## src/rtl/mo_slave.sv

```systemverilog
// In-order loopback responder: queues requests and returns each one once its latency timer expires.
// Optional MO_SLAVE_LFSR_LAT_EN adds a pseudo-random 0..7 cycle jitter on top of LAT_CFG.
module mo_slave #(
  parameter int DW    = 32,
  parameter int IDW   = 4,
  parameter int DEPTH = 4,
  parameter int LATW  = 5
) (
  input  logic                     CLK,
  input  logic                     RSTN,
  input  logic                     QVALID,
  output logic                     QREADY,
  input  logic [IDW-1:0]           QID,
  input  logic [DW-1:0]            QDATA,
  output logic                     PVALID,
  input  logic                     PREADY,
  output logic [IDW-1:0]           PID,
  output logic [DW-1:0]            PDATA,
  input  logic [LATW-1:0]          LAT_CFG,
  output logic [$clog2(DEPTH):0]   OUTSTANDING
);

  localparam int AW = $clog2(DEPTH);
  localparam logic [AW:0] FULL = (AW+1)'(DEPTH);

  logic [AW-1:0]   rptr, wptr;
  logic [AW:0]     count;
  logic            live;
  logic [IDW-1:0]  id_mem   [DEPTH];
  logic [DW-1:0]   data_mem [DEPTH];
  logic [LATW-1:0] tmr      [DEPTH];
  logic            push, pop;
  logic [LATW-1:0] lat_load;

  // live keeps QREADY low until the first edge after reset release
  assign QREADY      = live && (count != FULL);
  assign PVALID      = (count != '0) && (tmr[rptr] == '0);
  assign PID         = PVALID ? id_mem[rptr]   : '0;
  assign PDATA       = PVALID ? data_mem[rptr] : '0;
  assign OUTSTANDING = count;

  assign push = QVALID && QREADY;
  assign pop  = PVALID && PREADY;

`ifdef MO_SLAVE_LFSR_LAT_EN
  logic [15:0]   lfsr;
  logic [LATW:0] lat_sum;

  always_ff @(posedge CLK or negedge RSTN) begin
    if (!RSTN) begin
      lfsr <= 16'hACE1;
    end else if (push) begin
      lfsr <= {lfsr[0] ^ lfsr[2] ^ lfsr[3] ^ lfsr[5], lfsr[15:1]};
    end
  end

  assign lat_sum  = {1'b0, LAT_CFG} + (LATW+1)'(lfsr[2:0]);
  assign lat_load = lat_sum[LATW] ? '1 : lat_sum[LATW-1:0];
`else
  assign lat_load = LAT_CFG;
`endif

  always_ff @(posedge CLK or negedge RSTN) begin
    if (!RSTN) begin
      count <= '0;
      rptr  <= '0;
      wptr  <= '0;
      live  <= 1'b0;
    end else begin
      live <= 1'b1;
      if (push) wptr <= wptr + 1'b1;
      if (pop)  rptr <= rptr + 1'b1;
      case ({push, pop})
        2'b10:   count <= count + 1'b1;
        2'b01:   count <= count - 1'b1;
        default: ;
      endcase
    end
  end

  // Payload storage needs no reset: outputs are gated by PVALID
  always_ff @(posedge CLK) begin
    if (push) begin
      id_mem[wptr]   <= QID;
      data_mem[wptr] <= QDATA;
    end
  end

  // Every timer counts down regardless of queue position; the head gates issue order
  always_ff @(posedge CLK or negedge RSTN) begin
    if (!RSTN) begin
      for (int i = 0; i < DEPTH; i++) tmr[i] <= '0;
    end else begin
      for (int i = 0; i < DEPTH; i++) begin
        if (push && (wptr == AW'(i))) tmr[i] <= lat_load;
        else if (tmr[i] != '0)        tmr[i] <= tmr[i] - 1'b1;
      end
    end
  end

endmodule

```

## config.mk

```make
export PLATFORM = sky130hd
export DESIGN_NAME = mo_slave
export DESIGN_NICKNAME = d
export VERILOG_FILES = /design/src/rtl/mo_slave.sv
export SDC_FILE = /design/constraint.sdc
export NUM_CORES = 1
export LEC_CHECK = 0
export CAP_MARGIN = 0
export CORE_UTILIZATION = 60
export DETAILED_ROUTE_END_ITERATION = 6
export HOLD_SLACK_MARGIN = 0.05
export PLACE_DENSITY = 0.88
export RECOVER_POWER = 100
export SLEW_MARGIN = 10
export SYNTH_ARGS = -nofsm -noshare
export SYNTH_HDL_FRONTEND = slang
export SYNTH_SLANG_ARGS = --single-unit
export TNS_END_PERCENT = 100
```

## constraint.sdc

```tcl
create_clock -name CLK -period 5 [get_ports CLK]
set_clock_uncertainty 0.2 [all_clocks]
set_input_delay 1 -clock CLK [delete_from_list [all_inputs] [get_ports CLK]]
set_output_delay 1 -clock CLK [all_outputs]
set_load 0.02 [all_outputs]
```

### After elaboration in Yosys (flattened, before gate mapping)

Memory sizes are Yosys's and may differ from the RTL's.
Index checks and enable logic that the tools add are counted.

| word-level totals | value |
|---|---|
| bits in registers | 28 |
| RAM bits | 144 |
| memories | 2 |
| logic and storage cells | 62 |
| bits of input ports | 45 |

Memories:

| name | depth | width | rd ports | clocked after Yosys merged registers in | wr ports | line | source |
|---|---|---|---|---|---|---|---|
| data_mem | 4 | 32 | 1 | 0 | 1 | 30 | `logic [DW-1:0] data_mem [DEPTH];` |
| id_mem | 4 | 4 | 1 | 0 | 1 | 29 | `logic [IDW-1:0] id_mem [DEPTH];` |

| operators by class | value |
|---|---|
| reductions and logical operators | 20 |
| equality and inequality tests | 6 |
| magnitude comparators | 1 |
| multiplexer cells | 16 |
| $add $sub $neg | 8 |
| bitwise logic cells | 1 |

Operator list:

| operator | number |
|---|---|
| $mux W5 | 10 |
| $mux W32 | 1 |
| $reduce_bool A5 Y1 | 4 |
| $sub A5 B1 Y5 const B | 4 |
| $bmux W5 S2 | 1 |
| $reduce_bool A2 Y1 | 5 |
| $logic_and A1 B1 Y1 | 8 |
| $eq A2 B2 Y1 const B | 3 |
| $pmux W3 S2 | 1 |
| $logic_not A5 Y1 | 1 |
| $add A2 B1 Y2 const B | 2 |
| $eq A2 B1 Y1 const B | 2 |
| $mux W4 | 1 |
| $add A3 B1 Y3 const B | 1 |
| $ge A3 B3 Y1 const B | 1 |
| $ne A3 B3 Y1 const B | 1 |
| $not A2 Y3 | 1 |
| $reduce_bool A3 Y1 | 1 |
| $sub A3 B1 Y3 const B | 1 |
| $logic_not A2 Y1 | 1 |
| $mux W1 | 2 |

### Logic depth before layout (Yosys ltp)

Gate-level depths: netlist (run 1).

| logic depth | value |
|---|---|
| depth after elaboration | 9 |
| depth in mapped cells | 10 |

### Worst setup path after synthesis (run 1)

Ideal clock, no wire load.

| timing | value |
|---|---|
| path type | input-to-reg |
| start point | in QVALID |
| end point | mem data_mem[0][0] (enable) |
| setup slack | 2091 ps |
| arrival time | 2318 ps |
| stages | 5 |
| data required time | 4409 ps |
| setup time | 391 ps |
| path through | nand2_1 a21oi_2 nand2_1 clkbuf_1 inv_1 |

| between the ends | value |
|---|---|
| longest elaborated chain between the ends | 3 |

RTL lines:

| what | line | source |
|---|---|---|
| start: declaration | 11 | `input logic QVALID,` |
| $logic_and A1 B1 Y1 | 42 | `assign push = QVALID && QREADY;` |
| $mux W1 | 83 | `if (push) begin` |
| $mux W1 (implied by the code) | 85 | `data_mem[wptr] <= QDATA;` |
| end: declaration | 30 |  |

Every way passes these cells.

### Final worst setup path (run 1)

| timing | value |
|---|---|
| start point | reg rptr[1] |
| end point | out PDATA[3] |

| between the ends | value |
|---|---|
| longest elaborated chain between the ends | 7 |
| elaborated cells between the ends (all ways) | 8 |

RTL lines:

| what | line | source |
|---|---|---|
| start: declaration | 26 | `logic [AW-1:0] rptr, wptr;` |
| start signal: assignment | 72 | `if (pop) rptr <= rptr + 1'b1;` |
| $not A2 Y3 (implied by the code) | 37 | `assign PVALID = (count != '0) && (tmr[rptr] == '0);` |
| $bmux W5 S2 | 37 |  |
| $mux W5 (implied by the code) (2 in series) | 37 |  |
| $logic_not A5 Y1 | 37 |  |
| $logic_and A1 B1 Y1 | 37 |  |
| $mux W32 * | 39 | `assign PDATA = PVALID ? data_mem[rptr] : '0;` |
| end: declaration | 18 | `output logic [DW-1:0] PDATA,` |

Mark *: on every way between the ends. The rest lies on a longest branch, timed or not. The select of a mux whose other input is x is not followed.

==> results.md, run 1 <==
* Hold_sp: OUTSTANDING[2]
* Setup Viol. Count Final at 0
* Yosys warns at 0
* Setup Fix Bufs, Post-CTS at 0
* RSZ-0062 raised after global routing: no
* CP Data Required Time at 3.80 ns
* Crit path from: rptr[1]
* Residual DRC at 0
* Worst hold path type: reg -> reg
* Routability cong. at 0.798
* Setup crit end: PDATA[3]
* CTS tree: done
* CTS Buf Count at 17
* Syn Nets at 477
* Worst R2R Start: OUTSTANDING[0]
* Post-Syn Area at 7320 µm²
* Largest net degree at the start of global routing at 42
* Post-synth cell types at 40
* Rows at 39
* Antenna-violating nets left at 0
* Post-cts resize count at 0
* Initial antenna violation count at 1
* Vias/cell at 5.89
* Crit path max-delay family: buffers and inverters
* Finished Cell Area at 8820 µm²
* Fin crit share at 0.923
* Layout net count at 573
* Cell depth of the worst setup path at 5
* Max-cap violations at 0
* Hpwl dp at 9130 µm
* Reg-to-reg endpoint: data_mem[1][30]
* Rel. slew slack at 0.262
* Crit-path max cell delay at 1.03 ns
* H-tree levels at 4
* CTS root buf: clkbuf_16
* Number of synthesized flops with an enable pin at 144
* Clk sinks at 172
* Cts-stage hold buffer count at 0
* Peak VDD IR at 0.389 mV
* Post-synth top area share at 0.590
* Async S/R FF share, synth at 0.163
* Number of fill cells in the layout at 636
* Critical Setup Path Class: reg -> out
* Mean Syn Cell Area at 17.5 µm²
* Share of cells above drive strength 1 at 0.182
* Die area at 12,700 µm²
* Grt total ovfl at 0
* Worst-Skew Late Latency at 0.42 ns
* Critical-path maximum fanout at 41
* Layout Area Growth over Synthesis at 20.4%
* Endpoint class of the critical path: output pin
* CP Cell Sequence: nand3_1 > o211ai_4 > buf_4 > nor2b_2 > dlygate4sd3_1
* Worst-case clock buffer depth at 2
* Final Hold Fails at 0
* All-Layer GR Usage at 0.257
* Post-synth top flop: edfxtp_1
* LEAKAGE at 3.26 nW
* Ranking of synthesized cells by area: edfxtp_1 59%, dfrtp_1 9.6%, mux4_2 8.9%
* Flop2flop setup slack at 1.77 ns
* Final hold slack at 0.361 ns
* Global-route wire length before repair at 23,000 µm
* WL/cell at 21.9 µm
* Initial DRC count at 327
* Worst path slowest cell: dfrtp_2
* Die height at 112 µm
* Cell taking the most area after synthesis: edfxtp_1
* Vias in the first global route at 4,183
* Max Slew Vio Count at 0
* Starting Density at 0.628
* Run status: complete, no violations
* Synthesis-stage register bit count at 172
* Tightest Pin Transition at 1.11 ns
* Crit path DAT at 3.41 ns
* Routed wire length at 14,700 µm
* Seq/Total Area, Yosys at 0.686
* DRT Pass-1 Iters at 4
* Area after DPL at 8280 µm²
* I/O Buffers at 85
* Pwr Total at 4.62 mW
* Max Clk Rate at 217 MHz
* Minimum clock period at 4.61 ns
* Worst Reg-to-Reg Cells at 5
* CORE AREA at 11,700 µm²
* Setup total negative slack at 0 ns
* Vias at 3,952
* Pwr/cell area at 523 nW/µm²
* Register clock-pin slew on the reported worst setup and hold paths at 0.06 ns
* Die width at 112 µm
* I/O pins at 86
* Syn Inst Count at 418
* Crit path launch type: flip-flop
* CP Buf/Inv Count at 2
registers in the layout, indices dropped and copies added, names as in the netlist:
signal / flops
live: 1
data_mem: 128
rptr: 2
tmr: 20
wptr: 2
OUTSTANDING: 3
id_mem: 16
cells by family after synthesis:
group	after synthesis	share of synthesized area
DFF	172	0.686
and+or+nand+nor	109	0.0959
muxes	41	0.121
AOI/OAI and AO/OA	35	0.0280
buffers and inverters	33	0.0277
adders and majority gates	14	0.0249
xor gates and xnor gates	13	0.0155
other	1	0.000512
power by group:
group | internal, mW | switching [mW] | total (mW)
registers | 1.81 | 0.191 | 2.00
clock network | 0.696 | 0.556 | 1.25
logic | 0.661 | 0.704 | 1.36
total | 3.16 | 1.45 | 4.62
layout by cell type, fill, tap and decap left out, types with 6 or more instances in the layout:
master,instances
a21oi_1,21
mux4_2,29
mux4_1,7
clkdlybuf4s50_1,11
nor2b_4,12
dfrtp_1,26
dlygate4sd3_1,74
xor2_1,6
edfxtp_1,144
clkbuf_16,17
inv_1,17
nor2_1,27
inv_6,6
nand2_1,22
nor2b_2,11
o21ai_0,10
ha_1,13
xnor2_1,7
nor2b_1,13
synth_stat cells (5+ instances only):
library cell / instances
edfxtp_1: 144
mux4_2: 29
dfrtp_1: 28
nor2_1: 27
nand2_1: 22
a21oi_1: 20
inv_1: 17
ha_1: 13
nor2b_1: 13
nor2b_4: 12
nor2b_2: 11
o21ai_0: 10
mux4_1: 7
xnor2_1: 7
clkbuf_1: 6
xor2_1: 6
buf_6: 5
or3_1: 5
cell type report:
| type | instances | area [µm²] | share of cell area |
|---|---|---|---|
| Sequential cell | 172 | 5030 | 0.570 |
| Tap cell | 143 | 179 | 0.0203 |
| Antenna cell | 1 | 2.50 | 0.000284 |
| Clock buffer | 18 | 429 | 0.0487 |
| Timing Repair Buffer | 93 | 897 | 0.102 |
| Multi-Input combinational cell | 213 | 2090 | 0.237 |
| Inverter | 17 | 63.8 | 0.00724 |
| Clock inverter | 14 | 133 | 0.0150 |
how the worst min path moves through the flow:
stage,end,cells after the start
after floorplan,tmr[13],2
after global routing,OUTSTANDING[2],1
after global placement,OUTSTANDING[2],1
final,OUTSTANDING[2],1
after CTS,OUTSTANDING[2],1
after detailed placement,OUTSTANDING[2],1
routing by layer:
metal  global-route usage  up-vias  wire, µm
met3               0.0567       28       724
met5                    0        -         0
met4                0.122        0       365
li1                     -     1773         -
met2                0.445      136      7920
met1                0.310     2015      5700
stage by stage:
stage | setup slack (ns) | util | cells
final | 0.387 | 0.756 | 671
after global routing | 0.233 | 0.756 | 671
after CTS | 0.549 | 0.758 | 670
after detailed placement | 0.987 | 0.710 | 638
after global placement | 1.06 | 0.710 | 638
after floorplan | 2.09 | - | 418
(Power assumes the default switching activity.)
==> run 2, diff against run 1 <==
--- a/config.mk
+++ b/config.mk
@@ -6,10 +6,11 @@
 export NUM_CORES = 1
 export LEC_CHECK = 0
 export CAP_MARGIN = 0
-export CORE_UTILIZATION = 60
+export CORE_UTILIZATION = 56
 export DETAILED_ROUTE_END_ITERATION = 6
+export GPL_TIMING_DRIVEN = 0
 export HOLD_SLACK_MARGIN = 0.05
-export PLACE_DENSITY = 0.88
+export PLACE_DENSITY = 0.83
 export RECOVER_POWER = 100
 export SLEW_MARGIN = 10
 export SYNTH_ARGS = -nofsm -noshare
==> constraint.sdc (replaced) <==
create_clock -name CLK -period 4.6 [get_ports CLK]
set_clock_uncertainty 0.2 [all_clocks]
set_input_delay 0.92 -clock CLK [delete_from_list [all_inputs] [get_ports CLK]]
set_output_delay 0.92 -clock CLK [all_outputs]
set_load 0.02 [all_outputs]
==> results.md, run 2 (same netlist as run 1, synthesis figures left out) <==
* RSZ-0062 raised after global routing: no
* Antenna-violating nets left at 0
* Worst path slowest cell: dlygate4sd3_1
* Max reg flops at 128
* M2 GR Usage at 0.364
* LEAKAGE at 3.37 nW
* Flop pwr share at 0.407
* Die area at 13,500 µm²
* Switch Pwr at 1.56 mW
* CTS root buf: clkbuf_16
* Critical Setup Path Class: reg -> out
* Max-cap violations at 1
* Post-route insts no fill at 713
* Endpoint class of the critical path: output pin
* DRT Pass-1 Iters at 5
* Run status: complete, but fails checks
* Commonest non-fill, non-tap cell in the layout: edfxtp_1
* Vias at 3,950
* Register clock-pin slew on the reported worst setup and hold paths at 0.06 ns
* H-tree levels at 4
* Fin crit share at 0.835
* Final Hold Fails at 0
* Grt peak-use layer: met2
* Number of fill cells in the layout at 788
* Worst-Skew Late Latency at 0.43 ns
* CORE AREA at 12,700 µm²
* M1 GR Usage at 0.295
* Placed Cells incl. Taps at 679
* Setup Viol. Count Final at 0
* WL/cell at 19.7 µm
* CP Data Required Time at 3.48 ns
* Grt total ovfl at 0
* Share of total power in combinational logic at 0.300
* Max Clk Rate at 260 MHz
* Rel. slew slack at -0.00660
* Critical-path maximum fanout at 10
* Pwr/cell area at 576 nW/µm²
* CTS tree: done
* Clk sinks at 172
* Die width at 116 µm
* Cts-stage hold buffer count at 0
* Initial antenna violation count at 2
* Crit path launch type: flip-flop
* Layout net count at 585
* Layout Area Growth over Synthesis at 23.8%
* Max Slew Vio Count at 29
* Setup Fix Bufs, Post-CTS at 0
* Most frequent cells in the layout: 144 x edfxtp_1, 79 x dlygate4sd3_1, 29 x mux4_2, 28 x dfrtp_1, 27 x nor2_1
* Routed wire length at 14,000 µm
* Post-cts resize count at 0
* Crit path DAT at 2.72 ns
* Die height at 116 µm
* Starting Density at 0.578
* Failing checks: capacitance limit, slew limit
* Tightest Pin Transition at 1.51 ns
* Crit-path max cell delay at 0.64 ns
* Minimum clock period at 3.84 ns
* Clock power frac at 0.293
* I/O Buffers at 85
* Vias/cell at 5.54
* Largest net degree at the start of global routing at 30
* Rows at 41
* I/O pins at 86
* Setup total negative slack at 0 ns
* Vias in the first global route at 3,909
* Share of cells above drive strength 1 at 0.191
* Largest regs: data_mem: 128 flops, tmr: 20 flops, id_mem: 16 flops
* Met3 GRT Util at 0.0550
* Initial DRC count at 369
* Hpwl dp at 8910 µm
* All-Layer GR Usage at 0.228
* P_int at 3.66 mW
* Residual DRC at 0
* Global-route wire length before repair at 21,700 µm
* Switch share at 0.299
* CTS Buf Count at 17
* Worst-case clock buffer depth at 2
* Peak VDD IR at 0.387 mV
* Largest Register: data_mem
* Routability cong. at 0.767
* CP Cell Sequence: clkbuf_1 > mux4_2 > nor2b_4 > dlygate4sd3_1
* Worst hold path type: reg -> reg
run 2: cell count changes in the layout (fill, tap and decap cells not counted), moves of 2 or more:
| cell | delta |
|---|---|
| buf_12 | +2 |
| buf_6 | +5 |
| bufinv_16 | +3 |
| clkbuf_1 | +6 |
| clkdlybuf4s50_1 | -6 |
| clkinvlp_4 | +2 |
| dfrtp_1 | +2 |
| dfrtp_2 | -2 |
| dlygate4sd3_1 | +5 |
| inv_6 | -4 |
| inv_8 | +2 |
run 2: worst max-delay path, delay by kind of cell, from the launching register on:
family / cells / cell delay [ns]
buffers and inverters: 2 / 1.21
flip-flops: 1 / 0.48
AND/OR/NAND/NOR: 1 / 0.15
multiplexers: 1 / 0.45
run 2: through the flow:
step,util,cell area [µm²],hold WS [ns],power (mW),worst slack [ns]
finish,0.715,9060,0.361,5.22,0.761
global route,0.715,9060,0.385,5.47,0.647
CTS,0.719,9110,0.387,5.32,0.836
detailed placement,0.669,8480,0.371,3.77,1.30
global placement,0.662,8390,0.336,3.67,0.600
floorplan,-,7320,0.361,3.27,1.77
run 2: routing by layer:
metal / routed length, µm / vias up
met3: 746 / 27
met2: 7250 / 126
met5: 0 / -
met1: 5640 / 2001
met4: 377 / 0
li1: - / 1796
run 2: layout make-up:
type,count,area [µm²],area share
clock inverter,14,208,0.0229
sequential,172,5020,0.554
clock buffer,18,429,0.0473
inverter,17,63.8,0.00704
buffer,16,139,0.0153
timing repair buffer,89,887,0.0979
tap,172,215,0.0237
multi-input combinational,213,2090,0.231
antenna,2,5.00,0.000552
run 2: power by group through the flow:
stage          clock (mW)  combinational [mW]  sequential [mW]
2_1_floorplan           0                1.14             2.13
3_3_place_gp            0                1.54             2.13
3_5_place_dp            0                1.62             2.15
4_1_cts              1.55                1.65             2.12
5_1_grt              1.61                1.71             2.15
6_report             1.53                1.57             2.13
run 2: final timing paths:
path / start / end / slack (ns) / cells after the start
max in group asynchronous: RSTN / rptr[0] / 2.67 / 1
max reg2reg: OUTSTANDING[0] / data_mem[3][12] / 1.35 / 6
min in group asynchronous: RSTN / wptr[0] / 0.65 / 1
max: rptr[1] / PDATA[16] / 0.76 / 4
min: OUTSTANDING[2] / OUTSTANDING[2] / 0.36 / 1
min reg2reg: OUTSTANDING[2] / OUTSTANDING[2] / 0.36 / 1
